--- src/rtl/approx_add_err_monitor.sv ---
// Windowed error monitor for an approximate adder: compares the adder's sum
// against the exact sum and reports error count, max and summed distance.
module approx_add_err_monitor #(
    parameter int unsigned WIDTH       = 15,
    parameter int unsigned WINDOW_LOG2 = 8,
    parameter int unsigned ACC_W       = WIDTH + 1 + WINDOW_LOG2
) (
    input  logic                   clk,
    input  logic                   rst,
    input  logic                   start,
    input  logic                   in_valid,
    output logic                   in_ready,
    input  logic [WIDTH-1:0]       in_a,
    input  logic [WIDTH-1:0]       in_b,
    input  logic [WIDTH:0]         in_approx,
    output logic                   busy,
    output logic                   res_valid,
    input  logic                   res_ack,
    output logic [WINDOW_LOG2:0]   err_count,
    output logic [WIDTH:0]         err_max,
    output logic [ACC_W-1:0]       err_sum
);

    localparam int unsigned SW = WIDTH + 1;
    localparam int unsigned CW = WINDOW_LOG2 + 1;
    localparam logic [CW-1:0] LAST_CNT = CW'((2 ** WINDOW_LOG2) - 1);

    typedef enum logic [1:0] {
        IDLE  = 2'd0,
        RUN   = 2'd1,
        DRAIN = 2'd2,
        DONE  = 2'd3
    } state_t;

    state_t          state;
    state_t          next_state;
    logic [CW-1:0]   sample_cnt;
    logic            s1_valid;
    logic [SW-1:0]   s1_exact;
    logic [SW-1:0]   s1_approx;
    logic            s2_valid;
    logic [SW-1:0]   s2_ed;
    logic            accept_c;
    logic            clear_c;
    logic [SW-1:0]   ed_c;

    assign accept_c = in_valid & in_ready;
    // start only opens a window from IDLE or DONE; ignored while measuring
    assign clear_c  = start & ((state == IDLE) | (state == DONE));
    assign ed_c     = (s1_exact >= s1_approx) ? (s1_exact - s1_approx)
                                              : (s1_approx - s1_exact);

    // State register
    always_ff @(posedge clk) begin
        if (rst) begin
            state <= IDLE;
        end else begin
            state <= next_state;
        end
    end

    // Next-state logic; start has priority over res_ack in DONE
    always_comb begin
        next_state = state;
        case (state)
            IDLE:  if (start) next_state = RUN;
            RUN:   if (accept_c && (sample_cnt == LAST_CNT)) next_state = DRAIN;
            DRAIN: if (!s1_valid && !s2_valid) next_state = DONE;
            DONE: begin
                if (start) begin
                    next_state = RUN;
                end else if (res_ack) begin
                    next_state = IDLE;
                end
            end
            default: next_state = IDLE;
        endcase
    end

    // Registered status outputs, aligned with the state register
    always_ff @(posedge clk) begin
        if (rst) begin
            in_ready  <= 1'b0;
            busy      <= 1'b0;
            res_valid <= 1'b0;
        end else begin
            in_ready  <= (next_state == RUN);
            busy      <= (next_state == RUN) || (next_state == DRAIN);
            res_valid <= (next_state == DONE);
        end
    end

    // Accepted-sample counter for the current window
    always_ff @(posedge clk) begin
        if (rst) begin
            sample_cnt <= '0;
        end else if (clear_c) begin
            sample_cnt <= '0;
        end else if (accept_c) begin
            sample_cnt <= sample_cnt + CW'(1);
        end
    end

    // Stage 1: exact sum; stage 2: absolute error distance
    always_ff @(posedge clk) begin
        if (rst) begin
            s1_valid  <= 1'b0;
            s1_exact  <= '0;
            s1_approx <= '0;
            s2_valid  <= 1'b0;
            s2_ed     <= '0;
        end else begin
            s1_valid <= accept_c;
            if (accept_c) begin
                s1_exact  <= SW'(in_a) + SW'(in_b);
                s1_approx <= in_approx;
            end
            s2_valid <= s1_valid;
            if (s1_valid) begin
                s2_ed <= ed_c;
            end
        end
    end

    // Error accumulators, cleared when a window opens
    always_ff @(posedge clk) begin
        if (rst) begin
            err_count <= '0;
            err_max   <= '0;
            err_sum   <= '0;
        end else if (clear_c) begin
            err_count <= '0;
            err_max   <= '0;
            err_sum   <= '0;
        end else if (s2_valid) begin
            err_sum <= err_sum + ACC_W'(s2_ed);
            if (s2_ed > err_max) begin
                err_max <= s2_ed;
            end
            if (s2_ed != '0) begin
                err_count <= err_count + CW'(1);
            end
        end
    end

endmodule

--- config.mk ---
export PLATFORM = sky130hd
export DESIGN_NAME = approx_add_err_monitor
export DESIGN_NICKNAME = d
export VERILOG_FILES = /design/src/rtl/approx_add_err_monitor.sv
export SDC_FILE = /design/constraint.sdc
export NUM_CORES = 1
export LEC_CHECK = 0
export ABC_AREA = 1
export BUFFER_PORTS_ARGS = -buffer_cell sky130_fd_sc_hd__buf_2
export CAP_MARGIN = 20
export CORE_MARGIN = 8
export CORE_UTILIZATION = 45
export CTS_CLUSTER_DIAMETER = 50
export DETAILED_ROUTE_END_ITERATION = 6
export SYNTH_ARGS = -nofsm -noshare
export SYNTH_HDL_FRONTEND = slang
export SYNTH_SLANG_ARGS = --single-unit
--- constraint.sdc ---
create_clock -name clk -period 2.15 [get_ports clk]
set_input_delay 0.1075 -clock clk [delete_from_list [all_inputs] [get_ports clk]]
set_output_delay 0.1075 -clock clk [all_outputs]
set_load 0.005 [all_outputs]
==> reports/summary.txt, run 1 <==
outcome = complete, no violations
# rows = 50
share of layout cells above drive strength 1 = 16.1%
WL final = 23300 um
H-tree depth = 4
gpl congestion = 0.926
CP endpoint kind = flip-flop
total grt overflow = 0
Buf/Inv on CP = 1
Worst-Skew Late Latency = 430 ps
crit path cell chain = ha_4 -> nand3_2 -> nor3_2 -> ha_2 -> nand2_1 -> nand2_1 -> a21oi_1 -> or2_2 -> nand2_1 -> inv_1 -> ha_1 -> nor2_1
IO buf count = 102
Synth area leaders = dfxtp_1, nand2_1, ha_1
I/O pin total = 103
R2R cell count = 12
slowest CP cell = dfxtp_1
vias in the first global route = 7988
Seq/Total Area, Yosys = 26.2%
chip height = 154 um
WL/cell = 13.8 um
fin crit share = 95.5%
Synth Cell Area = 8620 um2
Final HPWL DP = 18100 um
drt pass-1 iters = 5
Multi-input gate area = 5540 um2
CTS Sinks = 113
Yosys top cell by area = dfxtp_1
CP delay by family, top = simple AND/OR/NAND/NOR gates
cell depth of the worst setup path = 12
Total Die Area = 23800 um2
total leakage power = 5.04 nW
Worst EP arrival = 2360 ps
Yosys cell types = 44
Synthesized Nets = 1462
R2R setup slack = 100 ps
sequential cell area = 2270 um2
Detail Route Antenna Nets = 0
pins over their slew limit = 0
initial antenna violation count = 0
HP Class = primary input to flip-flop
fillers = 1924
CTS tree = done
syn avg cell area = 6.53 um2
first-pass GRT wire length = 38400 um
Rel. slew slack = 68.0%
GRT Util Overall = 19.5%
fmax = 0.487 GHz
# nets final = 1580
minimum hold slack = 68.7 ps
Final setup viols = 0
Worst Setup Path Type = flip-flop to flip-flop
commonest non-fill, non-tap cell in the layout = nand2_1
die width = 154 um
Starting DRT DRC Count = 436
post-route cell area = 10300 um2
clk_skew = 16.9 ps
CP Launch Type = flip-flop
synth warn = 0
met3 routed WL = 791 um
total number of vias = 8429
Final Core Density = 54.9%
Max-Cap Viols = 0
Root Driver = clkbuf_16
Tmin final = 2050 ps
cell area power density = 723 nW/um2
Core Region = 18800 um2
endpoints failing hold = 0
worst vdd ir = 0.577 mV
Min-Delay Path Depth = 3
commonest non-fill, non-tap cells in the layout = nand2_1, inv_1, a21oi_1
Ant. Diodes = 0
Most common cell on crit path = nand2_1
largest fanout on the critical path = 3
CTS Buf Count = 17
WL met2 = 10700 um
area grow syn2layout = 19.4%
routed length on met1 = 11500 um
clk slew on worst S/H paths = 60 ps
Yosys reg bits = 113
Area after DPL = 9360 um2
Worst EP required = 2450 ps
cell count after synthesis = 1320
clock buffer depth = 2
top sig layer = met4
pin count of the biggest net entering global routing = 50
slew of the pin with the lowest slew margin = 479 ps
drt drc = 0
share of the synthesized area in the top cell type = 26.2%
vias per cell = 5.00
Initial Util = 45.9%
Critical Path Max Stage Delay = 370 ps
-- cell families (layout without fill, tap and decap cells) --
logic type	Yosys count	after routing	share of synthesized area (%)
AO/OA/AOI/OAI	239	239	14.8
flip-flops	113	113	26.2
buffers and inverters	238	369	11.7
adder cells (fa/ha/maj)	91	91	13.6
AND/OR/NAND/NOR	601	601	29.9
XOR/XNOR	38	38	3.86
-- layer usage --
metal,vias to the layer above,track usage (%)
met5,-,0
met4,0,7.28
met3,26,3.09
met2,163,32.2
met1,3752,25.1
li1,4488,-
-- synth_stat cells, drive strengths merged --
cell / instances
a211oi: 1
a21o: 5
a21oi: 145
a31oi: 6
and2: 4
and3: 1
buf: 20
clkbuf: 23
clkinv: 1
dfxtp: 113
fa: 4
ha: 87
inv: 194
nand2: 345
nand3: 100
nand3b: 1
nand4: 17
nor2: 105
nor3: 15
nor3b: 7
nor4: 2
o211ai: 1
o21a: 4
o21ai: 72
o21bai: 4
o22ai: 1
or2: 4
xnor2: 7
xor2: 31
-- worst reg2reg max path, cell delays in order (launching register included) --
cell and delay [ps]:
dfxtp_1 370, ha_4 160, nand3_2 110, nor3_2 220, ha_2 200, nand2_1 60
nand2_1 60, a21oi_1 50, or2_2 260, nand2_1 90, inv_1 60, ha_1 260
nor2_1 40
-- repair_timing --
item | in CTS | in global routing
endpoints found under the setup margin | 0 | 20
hold endpoints to repair | 16 | 0
resized for setup | 0 | 41
buffers inserted | 0 | 1
hold buffers | 16 | 0
-- cell type report --
cell class / count / share of cell area [%]
flip-flops and latches: 113 / 22.0
clock buffers: 18 / 4.17
multi-input cells: 969 / 53.8
inverters: 195 / 7.15
clock inverters: 14 / 1.53
repair buffers: 142 / 8.51
well taps: 234 / 2.84
-- state kept, by name, summed over array words and instances (netlist names) --
register,cells
err_sum,24
err_max,16
state,2
res_valid,1
s1_exact,16
in_ready,1
s2_ed,16
sample_cnt,9
busy,1
err_count,9
s1_approx,16
s1_valid,1
s2_valid,1
-- final timing paths --
kind,startpoint,end
max reg2reg,sample_cnt[0],busy
min,start,state[0]
max,sample_cnt[0],busy
min reg2reg,sample_cnt[3],sample_cnt[3]
-- power breakdown --
| part | total, mW | switching (mW) | internal, mW | leakage (nW) |
|---|---|---|---|---|
| logic | 2.38 | 1.48 | 0.902 | 3.84 |
| registers | 2.24 | 0.0667 | 2.17 | 0.918 |
| clock network | 2.82 | 1.10 | 1.72 | 0.278 |
| total | 7.44 | 2.65 | 4.79 | 5.04 |
-- stage by stage --
stage | std cells | TNS [ps] | worst slack (ps) | total power, mW
6_report | 1685 | 0 | 96.7 | 7.44
3_5_place_dp | 1636 | 0 | 32.3 | 4.54
3_3_place_gp | 1636 | 0 | 81.8 | 4.55
2_1_floorplan | 1320 | 0 | 207 | 3.98
5_1_grt | 1685 | -66.6 | -42.9 | 7.91
4_1_cts | 1684 | 0 | 8.19 | 7.41
(Power assumes the default switching activity.)
==> run 2, diff against run 1 <==
--- a/config.mk
+++ b/config.mk
@@ -12,6 +12,7 @@
 export CORE_UTILIZATION = 45
 export CTS_CLUSTER_DIAMETER = 50
 export DETAILED_ROUTE_END_ITERATION = 6
+export PLACE_DENSITY = 0.62
 export SYNTH_ARGS = -nofsm -noshare
 export SYNTH_HDL_FRONTEND = slang
 export SYNTH_SLANG_ARGS = --single-unit
==> run 2 against run 1 <==
Fmax up 2.0%; cell count about the same; global-route usage decreased by 0.11 points; design area is 0.37% lower; combinational power barely moved; register-to-register slack gained 40 ps; critical endpoint is now s2_ed[13]; sequential power is essentially flat; worst setup slack improved by 40 ps; wire length decreased by 1.1%; largest cell class unchanged; clock skew shrank 6.7 ps; count of clock-buffer cells in the layout did not move.
==> reports/summary.txt, run 2 (same netlist as run 1, synthesis figures left out) <==
CTS tree = done
clk_skew = 10.2 ps
Tmin final = 2010 ps
# rows = 50
clk slew on worst S/H paths = 60 ps
IO buf count = 102
# nets final = 1579
Initial Util = 45.9%
WL/cell = 13.7 um
outcome = complete, no violations
fillers = 1858
Ant. Diodes = 0
max FFs per register = 24
total leakage power = 5.06 nW
CTS Sinks = 113
vias per cell = 5.03
worst vdd ir = 0.625 mV
drt pass-1 iters = 5
Final setup viols = 0
total grt overflow = 0
Setup Fix Bufs, Post-CTS = 0
CP Launch Type = flip-flop
slew of the pin with the lowest slew margin = 535 ps
Max-Cap Viols = 0
Rel. slew slack = 64.3%
fin crit share = 93.6%
fmax = 0.497 GHz
CTS Buf Count = 17
WL final = 23000 um
Final HPWL DP = 17800 um
total number of vias = 8473
commonest non-fill, non-tap cells in the layout = nand2_1, inv_1, a21oi_1
drt drc = 0
pins over their slew limit = 0
largest fanout on the critical path = 6
initial antenna violation count = 0
CP endpoint kind = flip-flop
Worst EP required = 2470 ps
Pint = 4.91 mW
Root Driver = clkbuf_16
Worst EP arrival = 2330 ps
Place WS = -14.4 ps
commonest non-fill, non-tap cell in the layout = nand2_1
largest register by flop count = err_sum
slack of the critical path = 137 ps
sw frac = 35.1%
pin count of the biggest net entering global routing = 60
Detail Route Antenna Nets = 0
dpl cells = 1636
GRT Util Overall = 19.3%
cell area power density = 737 nW/um2
first-pass GRT wire length = 38400 um
I/O pin total = 103
Worst Setup Path Type = flip-flop to flip-flop
Layout Cells excl Fill = 1684
gpl congestion = 0.920
NetSw = 2.65 mW
Seq pwr share = 29.6%
endpoints failing hold = 0
HP Class = primary input to flip-flop
area grow syn2layout = 19.0%
Starting DRT DRC Count = 396
H-tree depth = 4
die width = 154 um
combinational share of power = 31.8%
Worst-Skew Late Latency = 420 ps
chip height = 154 um
share of layout cells above drive strength 1 = 15.7%
Clk pwr share = 38.6%
Core Region = 18800 um2
Total Die Area = 23800 um2
Power Total = 7.56 mW
clock buffer depth = 2
vias in the first global route = 8084
==> run 2: cell type report <==
class                      count  area [um2]  share of cell area, %
clock buffer                  18         429                   4.18
clock inverter                14         181                   1.77
inverter                     195         736                   7.17
multi-input combinational    970        5490                   53.6
sequential                   113        2270                   22.1
tap                          234         293                   2.85
timing repair buffer         140         858                   8.37
==> run 2: worst max-delay path, cell delays in order (launching register included) <==
cell and delay (ps):
dfxtp_1 360, inv_1 90, ha_4 290, nand2_1 120
inv_1 90, a21oi_1 390, o21a_1 240, nand3_1 100
nand3_1 90, nand3_1 60, nand2_1 60, inv_1 30
==> run 2: metrics by stage <==
| stage | utilization [%] | TNS (ps) | hold WS (ps) | instance area (um2) |
|---|---|---|---|---|
| 2_1_floorplan | - | 0 | 301 | 8620 |
| 3_3_place_gp | 49.9 | 0 | 392 | 9360 |
| 3_5_place_dp | 49.9 | -37.5 | 397 | 9360 |
| 4_1_cts | 54.0 | 0 | 2.45 | 10100 |
| 5_1_grt | 54.7 | -1.54 | 60.6 | 10300 |
| 6_report | 54.7 | 0 | 31.0 | 10300 |
==> run 2: final timing paths <==
path	from	endpoint	slack, ps	cells after the start
max	s1_exact[7]	s2_ed[13]	140	11
min	in_approx[13]	s1_approx[13]	30	3
max reg2reg	s1_exact[7]	s2_ed[13]	140	11
min reg2reg	sample_cnt[3]	sample_cnt[3]	440	1
==> run 2: what timing repair did <==
action	CTS	global route
endpoints found under the setup margin	5	19
gates cloned	0	1
hold buffers	15	0
endpoints found under the hold margin	15	0
pin swaps	0	1
gates resized for setup	1	33
==> run 2: power groups by stage <==
stage,logic (mW),clock network [mW],registers (mW)
5_1_grt,2.70,3.08,2.24
6_report,2.40,2.92,2.23
4_1_cts,2.30,2.97,2.23
3_5_place_dp,2.26,0,2.28
2_1_floorplan,1.72,0,2.26
3_3_place_gp,2.26,0,2.28
==> run 2: layer usage <==
layer / GRT usage (%) / vias up / part of all wire, %
met1: 25.0 / 3760 / 48
met3: 3.82 / 31 / 4.3
met5: 0 / - / 0
li1: - / 4489 / -
met4: 6.53 / 0 / 1.8
met2: 31.7 / 193 / 45
